## src/rtl/wm8731_pkg.sv

```systemverilog
`default_nettype none
// ============================================================================
//  Module      : wm8731_pkg
//  Description : Shared constants for the WM8731 control-port responder:
//                register addresses, power-on register defaults, default
//                device address and FSM state encoding.
//                Optional feature macro: WM8731_RESP_READBACK_EN adds the
//                read-back states to the state encoding.
//  Revision    : 1.0  initial release
// ============================================================================
package wm8731_pkg;

  localparam logic [6:0] DEV_ADDR_DEFAULT = 7'h1A;
  localparam int         NUM_REGS_DEFAULT = 10;

  // Register addresses
  localparam int R_LLINE  = 0;
  localparam int R_RLINE  = 1;
  localparam int R_LHP    = 2;
  localparam int R_RHP    = 3;
  localparam int R_APATH  = 4;
  localparam int R_DPATH  = 5;
  localparam int R_PWR    = 6;
  localparam int R_IFACE  = 7;
  localparam int R_SRATE  = 8;
  localparam int R_ACTIVE = 9;
  localparam int R_RESET  = 15;

  typedef enum logic [3:0] {
    ST_IDLE   = 4'd0,
    ST_DEVADR = 4'd1,
    ST_ACK0   = 4'd2,
    ST_BYTE1  = 4'd3,
    ST_ACK1   = 4'd4,
    ST_BYTE2  = 4'd5,
    ST_ACK2   = 4'd6,
`ifdef WM8731_RESP_READBACK_EN
    ST_WAITP  = 4'd7,
    ST_RDBYTE = 4'd8,
    ST_RDACK  = 4'd9
`else
    ST_WAITP  = 4'd7
`endif
  } state_t;

  // Power-on register values; unimplemented indices default to zero
  function automatic logic [8:0] reg_default(input int idx);
    case (idx)
      R_LLINE:  reg_default = 9'h097;
      R_RLINE:  reg_default = 9'h097;
      R_LHP:    reg_default = 9'h079;
      R_RHP:    reg_default = 9'h079;
      R_APATH:  reg_default = 9'h00A;
      R_DPATH:  reg_default = 9'h008;
      R_PWR:    reg_default = 9'h09F;
      R_IFACE:  reg_default = 9'h00A;
      default:  reg_default = 9'h000;
    endcase
  endfunction

endpackage
`default_nettype wire

```

## src/rtl/i2c_bus_sampler.sv

```systemverilog
`default_nettype none
// ============================================================================
//  Module      : i2c_bus_sampler
//  Description : Synchronises SCL/SDA into the clk domain and produces
//                single-cycle SCL rise/fall and START/STOP strobes.
//  Ports       : clk, rst         - clock, asynchronous active-high reset
//                scl_in, sda_in   - raw bus lines
//                sda_s            - synchronised SDA level
//                scl_rise/fall    - synchronised SCL edge strobes
//                start_det        - SDA fell while SCL high
//                stop_det         - SDA rose while SCL high
//  Revision    : 1.0  initial release
// ============================================================================
module i2c_bus_sampler #(
  parameter int SYNC_STAGES = 2
) (
  input  logic clk,
  input  logic rst,
  input  logic scl_in,
  input  logic sda_in,
  output logic sda_s,
  output logic scl_rise,
  output logic scl_fall,
  output logic start_det,
  output logic stop_det
);

  logic [SYNC_STAGES-1:0] scl_sync_q, scl_sync_d;
  logic [SYNC_STAGES-1:0] sda_sync_q, sda_sync_d;
  logic                   scl_prev_q, sda_prev_q;
  logic                   scl_s;

  always_comb begin
    scl_sync_d = {scl_sync_q[SYNC_STAGES-2:0], scl_in};
    sda_sync_d = {sda_sync_q[SYNC_STAGES-2:0], sda_in};
  end

  // Reset to the idle-bus level so leaving reset never fakes an edge
  always_ff @(posedge clk or posedge rst) begin
    if (rst) begin
      scl_sync_q <= '1;
      sda_sync_q <= '1;
      scl_prev_q <= 1'b1;
      sda_prev_q <= 1'b1;
    end else begin
      scl_sync_q <= scl_sync_d;
      sda_sync_q <= sda_sync_d;
      scl_prev_q <= scl_s;
      sda_prev_q <= sda_s;
    end
  end

  assign scl_s     = scl_sync_q[SYNC_STAGES-1];
  assign sda_s     = sda_sync_q[SYNC_STAGES-1];
  assign scl_rise  =  scl_s & ~scl_prev_q;
  assign scl_fall  = ~scl_s &  scl_prev_q;
  assign start_det =  scl_s & scl_prev_q &  sda_prev_q & ~sda_s;
  assign stop_det  =  scl_s & scl_prev_q & ~sda_prev_q &  sda_s;

endmodule
`default_nettype wire

```

## src/rtl/wm8731_i2c_responder.sv

```systemverilog
`default_nettype none
// ============================================================================
//  Module      : wm8731_i2c_responder
//  Description : I2C slave modelling the WM8731 2-wire control port. Decodes
//                3-byte writes {dev+W, addr[6:0]+d[8], d[7:0]}, ACKs each
//                byte and updates a shadow register file.
//                Optional macro WM8731_RESP_READBACK_EN: accept dev+R and
//                return {last_addr, reg[8]}, reg[7:0] of the last written
//                address.
//  Ports       : MCLK, RESET   - clock, asynchronous active-high reset
//                SCL_IN/SDA_IN - bus inputs; SDA_OE pulls SDA low
//                WR_STB/ADDR/DATA - committed write
//                REGS_FLAT     - R0..R(NUM_REGS-1), R0 in [8:0]
//                ACTIVE        - R9[0];  ADDR_ERR - write to bad address
//                BUSY          - between START and STOP
//  Revision    : 1.0  initial release
// ============================================================================
module wm8731_i2c_responder
  import wm8731_pkg::*;
#(
  parameter logic [6:0] DEV_ADDR    = DEV_ADDR_DEFAULT,
  parameter int         SYNC_STAGES = 2,
  parameter int         NUM_REGS    = NUM_REGS_DEFAULT
) (
  input  logic                  MCLK,
  input  logic                  RESET,
  input  logic                  SCL_IN,
  input  logic                  SDA_IN,
  output logic                  SDA_OE,
  output logic                  WR_STB,
  output logic [6:0]            WR_ADDR,
  output logic [8:0]            WR_DATA,
  output logic [9*NUM_REGS-1:0] REGS_FLAT,
  output logic                  ACTIVE,
  output logic                  ADDR_ERR,
  output logic                  BUSY
);

`ifdef WM8731_RESP_READBACK_EN
  localparam bit READ_OK = 1'b1;
`else
  localparam bit READ_OK = 1'b0;
`endif

  logic sda_s, scl_rise, scl_fall, start_det, stop_det;

  i2c_bus_sampler #(.SYNC_STAGES(SYNC_STAGES)) u_sampler (
    .clk       (MCLK),
    .rst       (RESET),
    .scl_in    (SCL_IN),
    .sda_in    (SDA_IN),
    .sda_s     (sda_s),
    .scl_rise  (scl_rise),
    .scl_fall  (scl_fall),
    .start_det (start_det),
    .stop_det  (stop_det)
  );

  state_t                     state_q, state_d;
  logic [2:0]                 cnt_q, cnt_d;
  logic [7:0]                 sr_q, sr_d;
  logic [7:0]                 b1_q, b1_d;
  logic                       phase_q, phase_d;   // 0: ACK not yet driven
  logic                       sda_oe_q, sda_oe_d;
  logic                       wr_stb_q, wr_stb_d;
  logic [6:0]                 wr_addr_q, wr_addr_d;
  logic [8:0]                 wr_data_q, wr_data_d;
  logic                       addr_err_q, addr_err_d;
  logic                       busy_q, busy_d;
  logic [NUM_REGS-1:0][8:0]   regs_q, regs_d;

  logic       commit, dev_ok;
  logic [6:0] cm_addr;
  logic [8:0] cm_data;

  assign cm_addr = b1_q[7:1];
  assign cm_data = {b1_q[0], sr_q};
  assign dev_ok  = (sr_q[7:1] == DEV_ADDR) && (READ_OK || !sr_q[0]);

`ifdef WM8731_RESP_READBACK_EN
  logic [6:0] last_addr_q, last_addr_d;
  logic       rd_sel_q, rd_sel_d;   // which byte the next read returns
  logic       mack_q, mack_d;       // master acknowledged last read byte
  logic [8:0] rd_val;
  logic [7:0] rd_byte0, rd_next;

  always_comb begin
    rd_val = 9'h000;
    for (int i = 0; i < NUM_REGS; i++)
      if (last_addr_q == 7'(i)) rd_val = regs_q[i];
  end
  assign rd_byte0 = {last_addr_q, rd_val[8]};
  assign rd_next  = rd_sel_q ? rd_val[7:0] : rd_byte0;
`endif

  always_comb begin
    state_d    = state_q;
    cnt_d      = cnt_q;
    sr_d       = sr_q;
    b1_d       = b1_q;
    phase_d    = phase_q;
    sda_oe_d   = sda_oe_q;
    wr_stb_d   = 1'b0;
    wr_addr_d  = wr_addr_q;
    wr_data_d  = wr_data_q;
    addr_err_d = 1'b0;
    busy_d     = busy_q;
    regs_d     = regs_q;
    commit     = 1'b0;
`ifdef WM8731_RESP_READBACK_EN
    last_addr_d = last_addr_q;
    rd_sel_d    = rd_sel_q;
    mack_d      = mack_q;
`endif

    if (stop_det) begin
      state_d  = ST_IDLE;
      sda_oe_d = 1'b0;
      busy_d   = 1'b0;
    end else if (start_det) begin
      state_d  = ST_DEVADR;
      cnt_d    = 3'd0;
      phase_d  = 1'b0;
      sda_oe_d = 1'b0;
      busy_d   = 1'b1;
    end else begin
      case (state_q)
        ST_DEVADR, ST_BYTE1, ST_BYTE2: begin
          if (scl_rise) begin
            sr_d  = {sr_q[6:0], sda_s};
            cnt_d = cnt_q + 3'd1;
            if (cnt_q == 3'd7) begin
              phase_d = 1'b0;
              case (state_q)
                ST_DEVADR: state_d = ST_ACK0;
                ST_BYTE1:  state_d = ST_ACK1;
                default:   state_d = ST_ACK2;
              endcase
            end
          end
        end
        ST_ACK0: begin
          if (scl_fall) begin
            if (!phase_q) begin
              if (dev_ok) begin
                sda_oe_d = 1'b1;
                phase_d  = 1'b1;
              end else begin
                state_d = ST_WAITP;
              end
            end else begin
              sda_oe_d = 1'b0;
              phase_d  = 1'b0;
              cnt_d    = 3'd0;
              state_d  = ST_BYTE1;
`ifdef WM8731_RESP_READBACK_EN
              if (sr_q[0]) begin
                // First read bit goes out on the same fall that ends the ACK
                state_d  = ST_RDBYTE;
                sr_d     = rd_byte0;
                sda_oe_d = ~rd_byte0[7];
                rd_sel_d = 1'b1;
              end
`endif
            end
          end
        end
        ST_ACK1, ST_ACK2: begin
          if (scl_fall) begin
            if (!phase_q) begin
              sda_oe_d = 1'b1;
              phase_d  = 1'b1;
              if (state_q == ST_ACK1) b1_d = sr_q;
            end else begin
              sda_oe_d = 1'b0;
              phase_d  = 1'b0;
              cnt_d    = 3'd0;
              if (state_q == ST_ACK1) begin
                state_d = ST_BYTE2;
              end else begin
                commit  = 1'b1;
                state_d = ST_WAITP;
              end
            end
          end
        end
`ifdef WM8731_RESP_READBACK_EN
        ST_RDBYTE: begin
          if (scl_fall) begin
            sr_d     = {sr_q[6:0], 1'b0};
            sda_oe_d = ~sr_q[6];
          end
          if (scl_rise) begin
            cnt_d = cnt_q + 3'd1;
            if (cnt_q == 3'd7) begin
              phase_d = 1'b0;
              state_d = ST_RDACK;
            end
          end
        end
        ST_RDACK: begin
          if (scl_rise && phase_q) mack_d = ~sda_s;
          if (scl_fall) begin
            if (!phase_q) begin
              sda_oe_d = 1'b0;   // hand SDA to the master for its ACK
              phase_d  = 1'b1;
            end else begin
              phase_d = 1'b0;
              cnt_d   = 3'd0;
              if (mack_q) begin
                state_d  = ST_RDBYTE;
                sr_d     = rd_next;
                sda_oe_d = ~rd_next[7];
                rd_sel_d = ~rd_sel_q;
              end else begin
                state_d = ST_WAITP;
              end
            end
          end
        end
`endif
        default: ;
      endcase
    end

    if (commit) begin
`ifdef WM8731_RESP_READBACK_EN
      last_addr_d = cm_addr;
`endif
      if (cm_addr < 7'(NUM_REGS)) begin
        wr_stb_d  = 1'b1;
        wr_addr_d = cm_addr;
        wr_data_d = cm_data;
        for (int i = 0; i < NUM_REGS; i++)
          if (cm_addr == 7'(i)) regs_d[i] = cm_data;
      end else if (cm_addr == 7'(R_RESET)) begin
        wr_stb_d  = 1'b1;
        wr_addr_d = cm_addr;
        wr_data_d = cm_data;
        if (cm_data == 9'h000)
          for (int i = 0; i < NUM_REGS; i++) regs_d[i] = reg_default(i);
      end else begin
        addr_err_d = 1'b1;
      end
    end
  end

  always_ff @(posedge MCLK or posedge RESET) begin
    if (RESET) begin
      state_q    <= ST_IDLE;
      cnt_q      <= 3'd0;
      sr_q       <= 8'h00;
      b1_q       <= 8'h00;
      phase_q    <= 1'b0;
      sda_oe_q   <= 1'b0;
      wr_stb_q   <= 1'b0;
      wr_addr_q  <= 7'h00;
      wr_data_q  <= 9'h000;
      addr_err_q <= 1'b0;
      busy_q     <= 1'b0;
      for (int i = 0; i < NUM_REGS; i++) regs_q[i] <= reg_default(i);
`ifdef WM8731_RESP_READBACK_EN
      last_addr_q <= 7'h00;
      rd_sel_q    <= 1'b0;
      mack_q      <= 1'b0;
`endif
    end else begin
      state_q    <= state_d;
      cnt_q      <= cnt_d;
      sr_q       <= sr_d;
      b1_q       <= b1_d;
      phase_q    <= phase_d;
      sda_oe_q   <= sda_oe_d;
      wr_stb_q   <= wr_stb_d;
      wr_addr_q  <= wr_addr_d;
      wr_data_q  <= wr_data_d;
      addr_err_q <= addr_err_d;
      busy_q     <= busy_d;
      regs_q     <= regs_d;
`ifdef WM8731_RESP_READBACK_EN
      last_addr_q <= last_addr_d;
      rd_sel_q    <= rd_sel_d;
      mack_q      <= mack_d;
`endif
    end
  end

  assign SDA_OE    = sda_oe_q;
  assign WR_STB    = wr_stb_q;
  assign WR_ADDR   = wr_addr_q;
  assign WR_DATA   = wr_data_q;
  assign REGS_FLAT = regs_q;
  assign ACTIVE    = regs_q[R_ACTIVE][0];
  assign ADDR_ERR  = addr_err_q;
  assign BUSY      = busy_q;

endmodule
`default_nettype wire

```

## config.mk

```make
export PLATFORM = sky130hd
export DESIGN_NAME = wm8731_i2c_responder
export DESIGN_NICKNAME = d
export VERILOG_FILES = /design/src/rtl/wm8731_pkg.sv /design/src/rtl/i2c_bus_sampler.sv /design/src/rtl/wm8731_i2c_responder.sv
export SDC_FILE = /design/constraint.sdc
export NUM_CORES = 1
export LEC_CHECK = 0
export ABC_CLOCK_PERIOD_IN_PS = 5670
export BUFFER_PORTS_ARGS = -buffer_cell sky130_fd_sc_hd__buf_2
export CAP_MARGIN = 20
export CORE_AREA = 2 2 114 116
export DETAILED_ROUTE_END_ITERATION = 16
export DIE_AREA = 0 0 116 118
export PLACE_DENSITY = 0.8
export RECOVER_POWER = 50
export SYNTH_ARGS = -nofsm -noshare
export SYNTH_HDL_FRONTEND = slang
export SYNTH_HIERARCHICAL = 1
export SYNTH_SLANG_ARGS = --single-unit
```

## constraint.sdc

```tcl
create_clock -name MCLK -period 5.67 [get_ports MCLK]
set_clock_uncertainty 0.2 [all_clocks]
set_input_delay 1.134 -clock MCLK [delete_from_list [all_inputs] [get_ports MCLK]]
set_output_delay 1.134 -clock MCLK [all_outputs]
set_load 0.005 [all_outputs]
```

; ---- Word level (Yosys, flattened, before mapping)
; Index checks and enable logic that the tools add are counted.
[totals]
register_bits = 140
wordCells = 176
latchBits = 0
out_inout_bits = 111
mem_count = 0
mem_bits_rw = 0
input_bits = 4
mem_bits_ro = 0
[op_classes]
n_eq_ne = 41
n_addsub = 1
mul = 0
n_reduce_logical = 31
mux = 63
magnitude_cmp = 1
shifts = 0
div = 0
bitwise_logic = 14
[op_table]
columns = op, count
row1 = $mux W90, 3
row2 = $mux W9, 12
row3 = $reduce_and A4 Y1, 12
row4 = $mux W4, 9
row5 = $eq A7 B3 Y1 const B, 4
row6 = $mux W1, 27
row7 = $eq A7 B4 Y1 const B, 3
row8 = $ne A2 B1 Y1 const B, 10
row9 = $ne A4 B4 Y1 const B, 5
row10 = $eq A7 B2 Y1 const B, 2
row11 = $mux W7, 2
row12 = $eq A4 B3 Y1 const B, 3
row13 = $mux W3, 4
row14 = $ne A3 B3 Y1 const B, 4
row15 = $pmux W3 S2, 2
row16 = $pmux W4 S3, 1
row17 = $reduce_and A6 Y1, 2
row18 = $ne A5 B5 Y1 const B, 2
row19 = $logic_not A9 Y1, 1
row20 = $eq A4 B2 Y1 const B, 2
row21 = $reduce_bool A4 Y1, 2
row22 = $and A1 B1 Y1, 7
row23 = $eq A7 B1 Y1 const B, 1
row24 = $eq A7 B5 Y1 const B, 1
row25 = 20 further kinds, 30

; ---- Depth between registers and ports, before layout
; Gate-level depths: netlist of run 1.
[logic_depth]
depth_word = 8
ltp_mapped = 8
mapped_depth_nobuf = 6

; ---- Modules after synthesis
; Netlist of run 1, hierarchy kept.
[modules_own_cells]
columns = module, n_inst, seq_area_each_um2, cells_per_inst, area_per_inst_um2
row1 = wm8731_i2c_responder, 1, 3367.0, 663, 6820.3
row2 = i2c_bus_sampler, 1, 157.7, 11, 193.9

; ---- Least setup slack after synthesis of run 1
; Ideal clock, no wire load.
[synth_timing]
path_kind = reg-to-reg
startpoint = register u_sampler.sda_sync_q[1]
endpoint = register wr_addr_q[0], in the netlist WR_ADDR[0]
path_stages_with_launch = 8
n_path_buf = 2
arrival_time_ns = 2.111
setup_time_ns = 0.125
period_less_slack_ns = 2.435
required_time_ns = 5.345
slack_ns = 3.235
cell_sequence = dfstp_2 -> and4b_1 -> buf_2 -> nand4bb_1 -> nor2_1 -> o21ai_2 -> buf_2 -> mux2_2
[synth_between]
elab_chain_len = 5
[synth_lines]
columns = item, line_no
row1 = "start, declared", i2c_bus_sampler.sv:29  ; logic [SYNC_STAGES-1:0] sda_sync_q, sda_sync_d;
row2 = "start signal, assigned", i2c_bus_sampler.sv:47  ; sda_sync_q <= sda_sync_d;
row3 = $not A1 Y1, i2c_bus_sampler.sv:57  ; assign start_det = scl_s & scl_prev_q & sda_prev_q & ~sda_s;
row4 = $and A1 B1 Y1, i2c_bus_sampler.sv:57
row5 = net start_det, wm8731_i2c_responder.sv:45  ; logic sda_s, scl_rise, scl_fall, start_det, stop_det;
row6 = $mux W1, wm8731_i2c_responder.sv:120  ; end else if (start_det) begin
row7 = $mux W1, wm8731_i2c_responder.sv:116  ; if (stop_det) begin
row8 = $reduce_and A2 Y1 (no line), -
row9 = "end signal, assigned", wm8731_i2c_responder.sv:275  ; wr_addr_q <= wr_addr_d;
row10 = "end, declared", wm8731_i2c_responder.sv:66  ; logic [6:0] wr_addr_q, wr_addr_d;
; The timed path passes the listed nets, and every way through them passes these cells.
; A chain may end at the register's enable or synchronous reset.

==> results of run 1 <==
[worst max path at each step]
stage / endpoint / slack [ps] / depth (start not counted)
after global routing: sr_q[2] / 1560 / 3
final: sr_q[5] / 2150 / 3
after global placement: REGS_FLAT[89] / 2490 / 5
after CTS: REGS_FLAT[62] / 2380 / 5
after detailed placement: REGS_FLAT[53] / 2390 / 5
after floorplan: ACTIVE / 830 / 1
[per-stage QoR]
| stage | cell area, um^2 | power (mW) | instances | utilization |
|---|---|---|---|---|
| CTS | 8202 | 2.934 | 925 | 0.6607 |
| detailed placement | 7576 | 1.762 | 893 | 0.6103 |
| floorplan | 7014 | 1.602 | 674 | - |
| finish | 8220 | 2.939 | 927 | 0.6622 |
| global placement | 7569 | 1.729 | 892 | 0.6097 |
| global route | 8220 | 3.059 | 927 | 0.6622 |
[routing by layer]
metal  vias up  routed length [um]
li1       2657                   -
met1      2932                8048
met2       282                8876
met3        34                1457
met4         0                 344
met5         -                   0
[worst register-to-register path, stage by stage (launching register included)]
cell	delay (ps)
sky130_fd_sc_hd__dfrtp_1	530
sky130_fd_sc_hd__nand3b_1	720
sky130_fd_sc_hd__nor2_1	790
sky130_fd_sc_hd__o21ai_2	440
sky130_fd_sc_hd__mux2_2	400
[sequential cells by signal, indices dropped and copies added (netlist names), 2 cells and up]
signal,flops
WR_ADDR,7
b1_q,8
WR_DATA,9
u_sampler/sda_sync_q,2
sr_q,8
REGS_FLAT,89
u_sampler/scl_sync_q,2
cnt_q,3
state_q,3
[cells by family after synthesis]
| logic type | count (synthesis) | share of synthesized area |
|---|---|---|
| AOI/OAI and AO/OA | 241 | 0.2579 |
| DFF | 139 | 0.5025 |
| muxes | 31 | 0.04977 |
| buffers and inverters | 81 | 0.04834 |
| and+or+nand+nor | 180 | 0.1379 |
| adders and majority gates | 2 | 0.003567 |
[synth_stat cells (10+ instances only)]
master,number,area (um^2)
sky130_fd_sc_hd__mux2_2,31,349.1
sky130_fd_sc_hd__dfstp_2,37,972.2
sky130_fd_sc_hd__nand3_1,11,55.05
sky130_fd_sc_hd__buf_2,20,100.1
sky130_fd_sc_hd__clkbuf_1,51,191.4
sky130_fd_sc_hd__o21ai_0,55,275.3
sky130_fd_sc_hd__dfrtp_1,102,2552
sky130_fd_sc_hd__a221o_1,10,100.1
sky130_fd_sc_hd__o21ai_1,25,125.1
sky130_fd_sc_hd__o22a_1,49,429.2
sky130_fd_sc_hd__o31ai_1,62,465.5
sky130_fd_sc_hd__nand2_1,53,198.9
sky130_fd_sc_hd__nor2_1,58,217.7
[power breakdown]
group | total [mW] | leakage [nW] | switching [mW] | internal [mW]
clock | 1.18 | 0.283 | 0.444 | 0.733
combinational | 0.456 | 1.48 | 0.266 | 0.190
sequential | 1.31 | 1.79 | 0.214 | 1.09
[area by class of cell]
| class | instances | area (um^2) |
|---|---|---|
| repair buffers | 125 | 658.1 |
| well taps | 172 | 215.2 |
| multi-input cells | 454 | 3177 |
| flip-flops and latches | 139 | 3525 |
| clock inverters | 15 | 200.2 |
| clock buffers | 17 | 425.4 |
| inverters | 5 | 20.02 |
| fillers | 970 | 4194 |
==> reports/qor.log, run 1 <==
qor: timing.final_worst_path_period_share 0.6209
qor: detailed_routing.detail_route.first_pass.iterations 7
qor: yosys.number_of_enable_type_register_cells_in_the_synthesized_netlist 0
qor: setup_path.critical_path.max_fanout 53
qor: yosys.yosysSeqAreaShare 0.5025
qor: cts.postCtsResizedCells 0
qor: grt.via_count_of_the_first_global_routing_pass 5750
qor: yosys.syn_area 7014 um^2
qor: detailed_routing.vias 5905
qor: grt.grt_max_degree 91
qor: power_and_ir_drop.power.density_cell_area 357.6 nW/um^2
qor: timing.setup-violations-final 0
qor: setup_path.crit-reg2reg-launch state_q[0]
qor: detailed_routing.totalWireLength 18730 um
qor: final_layout.share_of_cells_above_drive_strength_1 0.3073
qor: timing.maxSlewHeadroom -0.8266
qor: detailed_routing.detail_route.drc_violations 0
qor: grt.grt.overflow.total 0
qor: worst_hold_path.hold_path.class reg -> reg
qor: cts.clkLatencyLatePin 430 ps
qor: yosys.yosysWarningCount 6
qor: setup_path.path_buf_inv 3
qor: grt.global_route.peak_usage_layer met2
qor: yosys.syn-num-nets 680
qor: final_layout.final_common_cell sky130_fd_sc_hd__dfrtp_1
qor: timing.highest_clock_rate 0.2840 GHz
qor: cts.cts_tree yes
qor: detailed_routing.final_antenna_net_count 0
qor: outcome.status finished, violations left
qor: detailed_routing.avgRoutedWirePerCell 20.20 um
qor: final_layout.antenna_cells 0
qor: setup_path.crit_chain clkbuf_1, clkinvlp_2, clkbuf_1
qor: timing.final_slew_violations 54
qor: timing.slew_at_the_pin_closest_to_its_max_slew_limit 2740 ps
qor: setup_path.required 5420 ps
qor: grt.grtUsageTotal 0.2784
qor: setup_path.critical_path.top_delay_family buffers and inverters
qor: worst_hold_path.whs_path_depth 0
qor: final_layout.final_nets 748
qor: cts.worst_setup_hold_path_clk_slew 60 ps
qor: yosys.synth-seq-cells 139
qor: grt.grt_pass1_wl 29700 um
qor: setup_path.critPathCaptureType asynchronous set/reset pin
qor: placed_design.port_buffers 114
qor: timing.holdWs 160.6 ps
qor: timing.timing.setup.tns 0 ps
qor: power_and_ir_drop.vdd_ir_drop_max 0.0001621 V
qor: setup_path.worst_setup_path_startpoint RESET
qor: detailed_routing.viasPerCell 6.370
qor: placed_design.pre_cts_worst_setup_slack 2394 ps
qor: final_layout.areaGrowthSynthToFinish 17.20%
qor: worst_hold_path.timing.hold.worst_endpoint u_sampler/sda_sync_q[1]
qor: setup_path.worst_path_largest_cell_delay 1930 ps
qor: floorplanning.floorplan.die.width 116 um
qor: setup_path.cpMostUsedCell sky130_fd_sc_hd__clkbuf_1
qor: cts.ctsHoldBuffers 0
qor: timing.report.final.hold_viol_count 0
qor: grt.antenna_found_initial 0
qor: outcome.violations max-capacitance violations, max-slew violations
qor: yosys.post_synthesis_cell_count 674
qor: timing.setup_repair_after_global_routing_missed_its_margin no
qor: cts.cts_inserted_buffers 17
qor: floorplanning.floorplan.io_pins 115
qor: detailed_routing.iter_0_drt_violations 564
qor: timing.min_period 3521 ps
qor: setup_path.reg2reg_setup_slack 2470 ps
qor: floorplanning.count_of_standard_cell_rows 41
qor: yosys.synth.lib_cells_used.distinct 67
qor: flow_run.max_cap_violations 1
qor: setup_path.crit_path_start_kind input pin
qor: placed_design.placer_congestion 0.9095
qor: floorplanning.floorplan.initialDensity 0.5650
qor: grt.global_route.usage.met1 0.3926
qor: timing.layout_setup_ws 2149 ps
qor: floorplanning.die_h 118 um
qor: setup_path.worst_r2r_path_depth 4
qor: grt.grt.met2_usage 0.4163
qor: cts.postCtsSetupRepairBufs 0
qor: floorplanning.core_region_area 12410 um^2
qor: yosys.synth_ff_type sky130_fd_sc_hd__dfrtp_1
qor: setup_path.arrival 3270 ps
qor: final_layout.layout.cells.most_common_list sky130_fd_sc_hd__dfrtp_1, sky130_fd_sc_hd__buf_2, sky130_fd_sc_hd__o31ai_1
qor: cts.cts_num_sinks 139
qor: floorplanning.full_die_area 13690 um^2
qor: placed_design.detailed_place_hpwl 11520 um
qor: setup_path.timing.rr.end WR_DATA[6]
qor: grt.global_route.usage.met3 0.07106
qor: cts.clk_root_buffer_cell sky130_fd_sc_hd__clkbuf_16
qor: cts.cts-root-to-sink-buffers 2
qor: yosys.synth.avg_cell_area 10.41 um^2
qor: worst_hold_path.min-delay-start u_sampler/sda_sync_q[0]
qor: yosys.async_reset_ff_frac 1.000
qor: setup_path.worst_path_max_delay_cell sky130_fd_sc_hd__clkbuf_1
qor: setup_path.timing.setup.critical_path_class in -> async
qor: cts.clock_tree.htree_level_count 4
qor: power_and_ir_drop.power_leakage 3.555 nW
Note: power is estimated with default switching activity, not from simulation.
==> run 2: changes to the inputs <==
ABC_CLOCK_PERIOD_IN_PS = 3600   (was 5670)
clock period = 3.6 ns   (was 5.67 ns; I/O delays follow)
==> run 2 against run 1 <==
Net effect: the run now ends clean; count of clock-buffer cells in the layout increased by 3; sequential share of layout area down 0.44 points; critical path depth up 3; first-iteration DRC count up 17%; wire length fell by 1.2%; utilization rose by 0.69 points; register-to-register slack lost 1900 ps; flip-flop and latch count did not move; total power up 58%; worst hold slack got worse by 0.87 ps; die area did not move; final cell count grew 1.1%; critical path type is now reg -> reg; largest power group unchanged; highest routed layer unchanged.
==> reports/qor.log, run 2 (synthesis gave the netlist of run 1 again) <==
qor: outcome.status finished clean
qor: power_and_ir_drop.power_leakage 3.612 nW
qor: floorplanning.floorplan.initialDensity 0.5650
qor: power_and_ir_drop.power.density_cell_area 559.1 nW/um^2
qor: setup_path.required 3700 ps
qor: placed_design.placer_congestion 0.8291
qor: grt.via_count_of_the_first_global_routing_pass 5723
qor: final_layout.antenna_cells 0
qor: worst_hold_path.min-delay-start u_sampler/scl_sync_q[0]
qor: final_layout.fillers 962
qor: timing.min_period 3052 ps
qor: detailed_routing.viasPerCell 6.327
qor: cts.cts_inserted_buffers 17
qor: grt.grt_pass1_wl 29680 um
qor: detailed_routing.wl_met2 8826 um
qor: setup_path.reg2reg_setup_slack 550 ps
qor: timing.setup_repair_after_global_routing_missed_its_margin no
qor: timing.final_slew_violations 0
qor: grt.grtUsageTotal 0.2771
qor: grt.grt.overflow.total 0
qor: floorplanning.die_h 118 um
qor: timing.report.final.hold_viol_count 0
qor: setup_path.timing.setup.critical_path_class reg -> reg
qor: cts.cts-root-to-sink-buffers 2
qor: floorplanning.floorplan.io_pins 115
qor: timing.maxSlewHeadroom 0.01528
qor: setup_path.worst_r2r_path_depth 6
qor: worst_hold_path.timing.hold.worst_endpoint u_sampler/scl_sync_q[1]
qor: detailed_routing.detail_route.first_pass.iterations 6
qor: cts.clkLatencyLatePin 420 ps
qor: timing.highest_clock_rate 0.3277 GHz
qor: detailed_routing.top_layer met4
qor: timing.setup-violations-final 0
qor: timing.timing.setup.tns 0 ps
qor: setup_path.timing.rr.end REGS_FLAT[52]
qor: floorplanning.full_die_area 13690 um^2
qor: detailed_routing.met1_length 7922 um
qor: timing.slew_at_the_pin_closest_to_its_max_slew_limit 1477 ps
qor: floorplanning.floorplan.die.width 116 um
qor: final_layout.share_of_cells_above_drive_strength_1 0.3111
qor: cts.clk_root_buffer_cell sky130_fd_sc_hd__clkbuf_16
qor: detailed_routing.totalWireLength 18510 um
qor: cts.cts_num_sinks 139
qor: detailed_routing.detail_route.drc_violations 0
qor: cts.postCtsSetupRepairBufs 0
qor: timing.final_worst_path_period_share 0.8476
qor: setup_path.critPathCaptureType flop
qor: setup_path.crit-reg2reg-launch u_sampler/sda_sync_q[1]
qor: final_layout.layout.cells.most_common_list sky130_fd_sc_hd__dfrtp_1, sky130_fd_sc_hd__buf_2, sky130_fd_sc_hd__o31ai_1
qor: worst_hold_path.hold_path.class reg -> reg
qor: setup_path.critical_path.max_fanout 11
qor: placed_design.port_buffers 114
qor: final_layout.areaGrowthSynthToFinish 18.41%
qor: grt.antenna_found_initial 0
qor: final_layout.largest_reg_flops 89
qor: worst_hold_path.whs_path_depth 0
qor: detailed_routing.final_antenna_net_count 0
qor: cts.worst_setup_hold_path_clk_slew 60 ps
qor: setup_path.arrival 3150 ps
qor: final_layout.final_nets 758
qor: detailed_routing.iter_0_drt_violations 659
qor: floorplanning.count_of_standard_cell_rows 41
qor: timing.holdWs 159.7 ps
qor: cts.clock_tree.htree_level_count 4
qor: cts.cts_tree yes
qor: placed_design.detailed_place_hpwl 11710 um
qor: floorplanning.core_region_area 12410 um^2
qor: cts.postCtsResizedCells 0
qor: flow_run.max_cap_violations 0
qor: grt.grt_max_degree 78
qor: detailed_routing.vias 5928
qor: detailed_routing.met3RoutedLength 1358 um
qor: final_layout.final_common_cell sky130_fd_sc_hd__dfrtp_1
qor: power_and_ir_drop.vdd_ir_drop_max 0.0002977 V
qor: setup_path.crit_path_start_kind flop
qor: cts.ctsHoldBuffers 0
qor: detailed_routing.avgRoutedWirePerCell 19.75 um
[run 2: cell types whose count changed in the layout (fill, tap and decap cells not counted), sizes merged]
cell      delta
buf          +8
clkbuf       +5
clkinvlp     -4
clkinv       +1
[run 2: final cells by class]
cell class,count,area (um^2),area share
tap,172,215.2,0.02591
sequential,139,3525,0.4244
timing repair buffer,135,750.7,0.09039
clock inverter,12,171.4,0.02064
multi-input combinational,454,3177,0.3825
inverter,5,20.02,0.002410
clock buffer,20,446.7,0.05378
[run 2: worst max-delay path, stage by stage, from the launching register on]
cell and delay (ps):
sky130_fd_sc_hd__dfstp_1 570, sky130_fd_sc_hd__and4b_1 330, sky130_fd_sc_hd__nand4bb_1 530, sky130_fd_sc_hd__buf_4 350
sky130_fd_sc_hd__a311oi_2 490, sky130_fd_sc_hd__o21ai_0 230, sky130_fd_sc_hd__o22a_1 230
[run 2: layer usage]
layer | GRT usage | vias up
li1 | - | 2678
met1 | 0.3835 | 2939
met2 | 0.4276 | 270
met3 | 0.06076 | 41
met4 | 0.1034 | 0
met5 | 0 | -
[run 2: worst max path at each step]
stage	start	to
after floorplan	RESET	ACTIVE
after global placement	u_sampler/sda_sync_q[1]	REGS_FLAT[27]
after detailed placement	u_sampler/sda_sync_q[1]	REGS_FLAT[37]
after CTS	u_sampler/sda_sync_q[1]	REGS_FLAT[52]
after global routing	u_sampler/sda_sync_q[1]	REGS_FLAT[42]
final	u_sampler/sda_sync_q[1]	REGS_FLAT[52]
[run 2: stage by stage]
step                      std cells  setup WS (ps)  instance area, um^2  utilization  power, mW
final                           937          548.5                 8305       0.6690      4.643
after global routing            937          337.7                 8305       0.6690      4.830
after CTS                       937          613.5                 8335       0.6714      4.638
after detailed placement        905          651.2                 7717       0.6216      2.815
after global placement          905          784.4                 7717       0.6216      2.769
after floorplan                 674           1054                 7018            -      2.524
[run 2: where the power goes]
part	internal, mW	switching (mW)
Clock	1.17	0.654
Combinational	0.323	0.531
Sequential	1.72	0.240
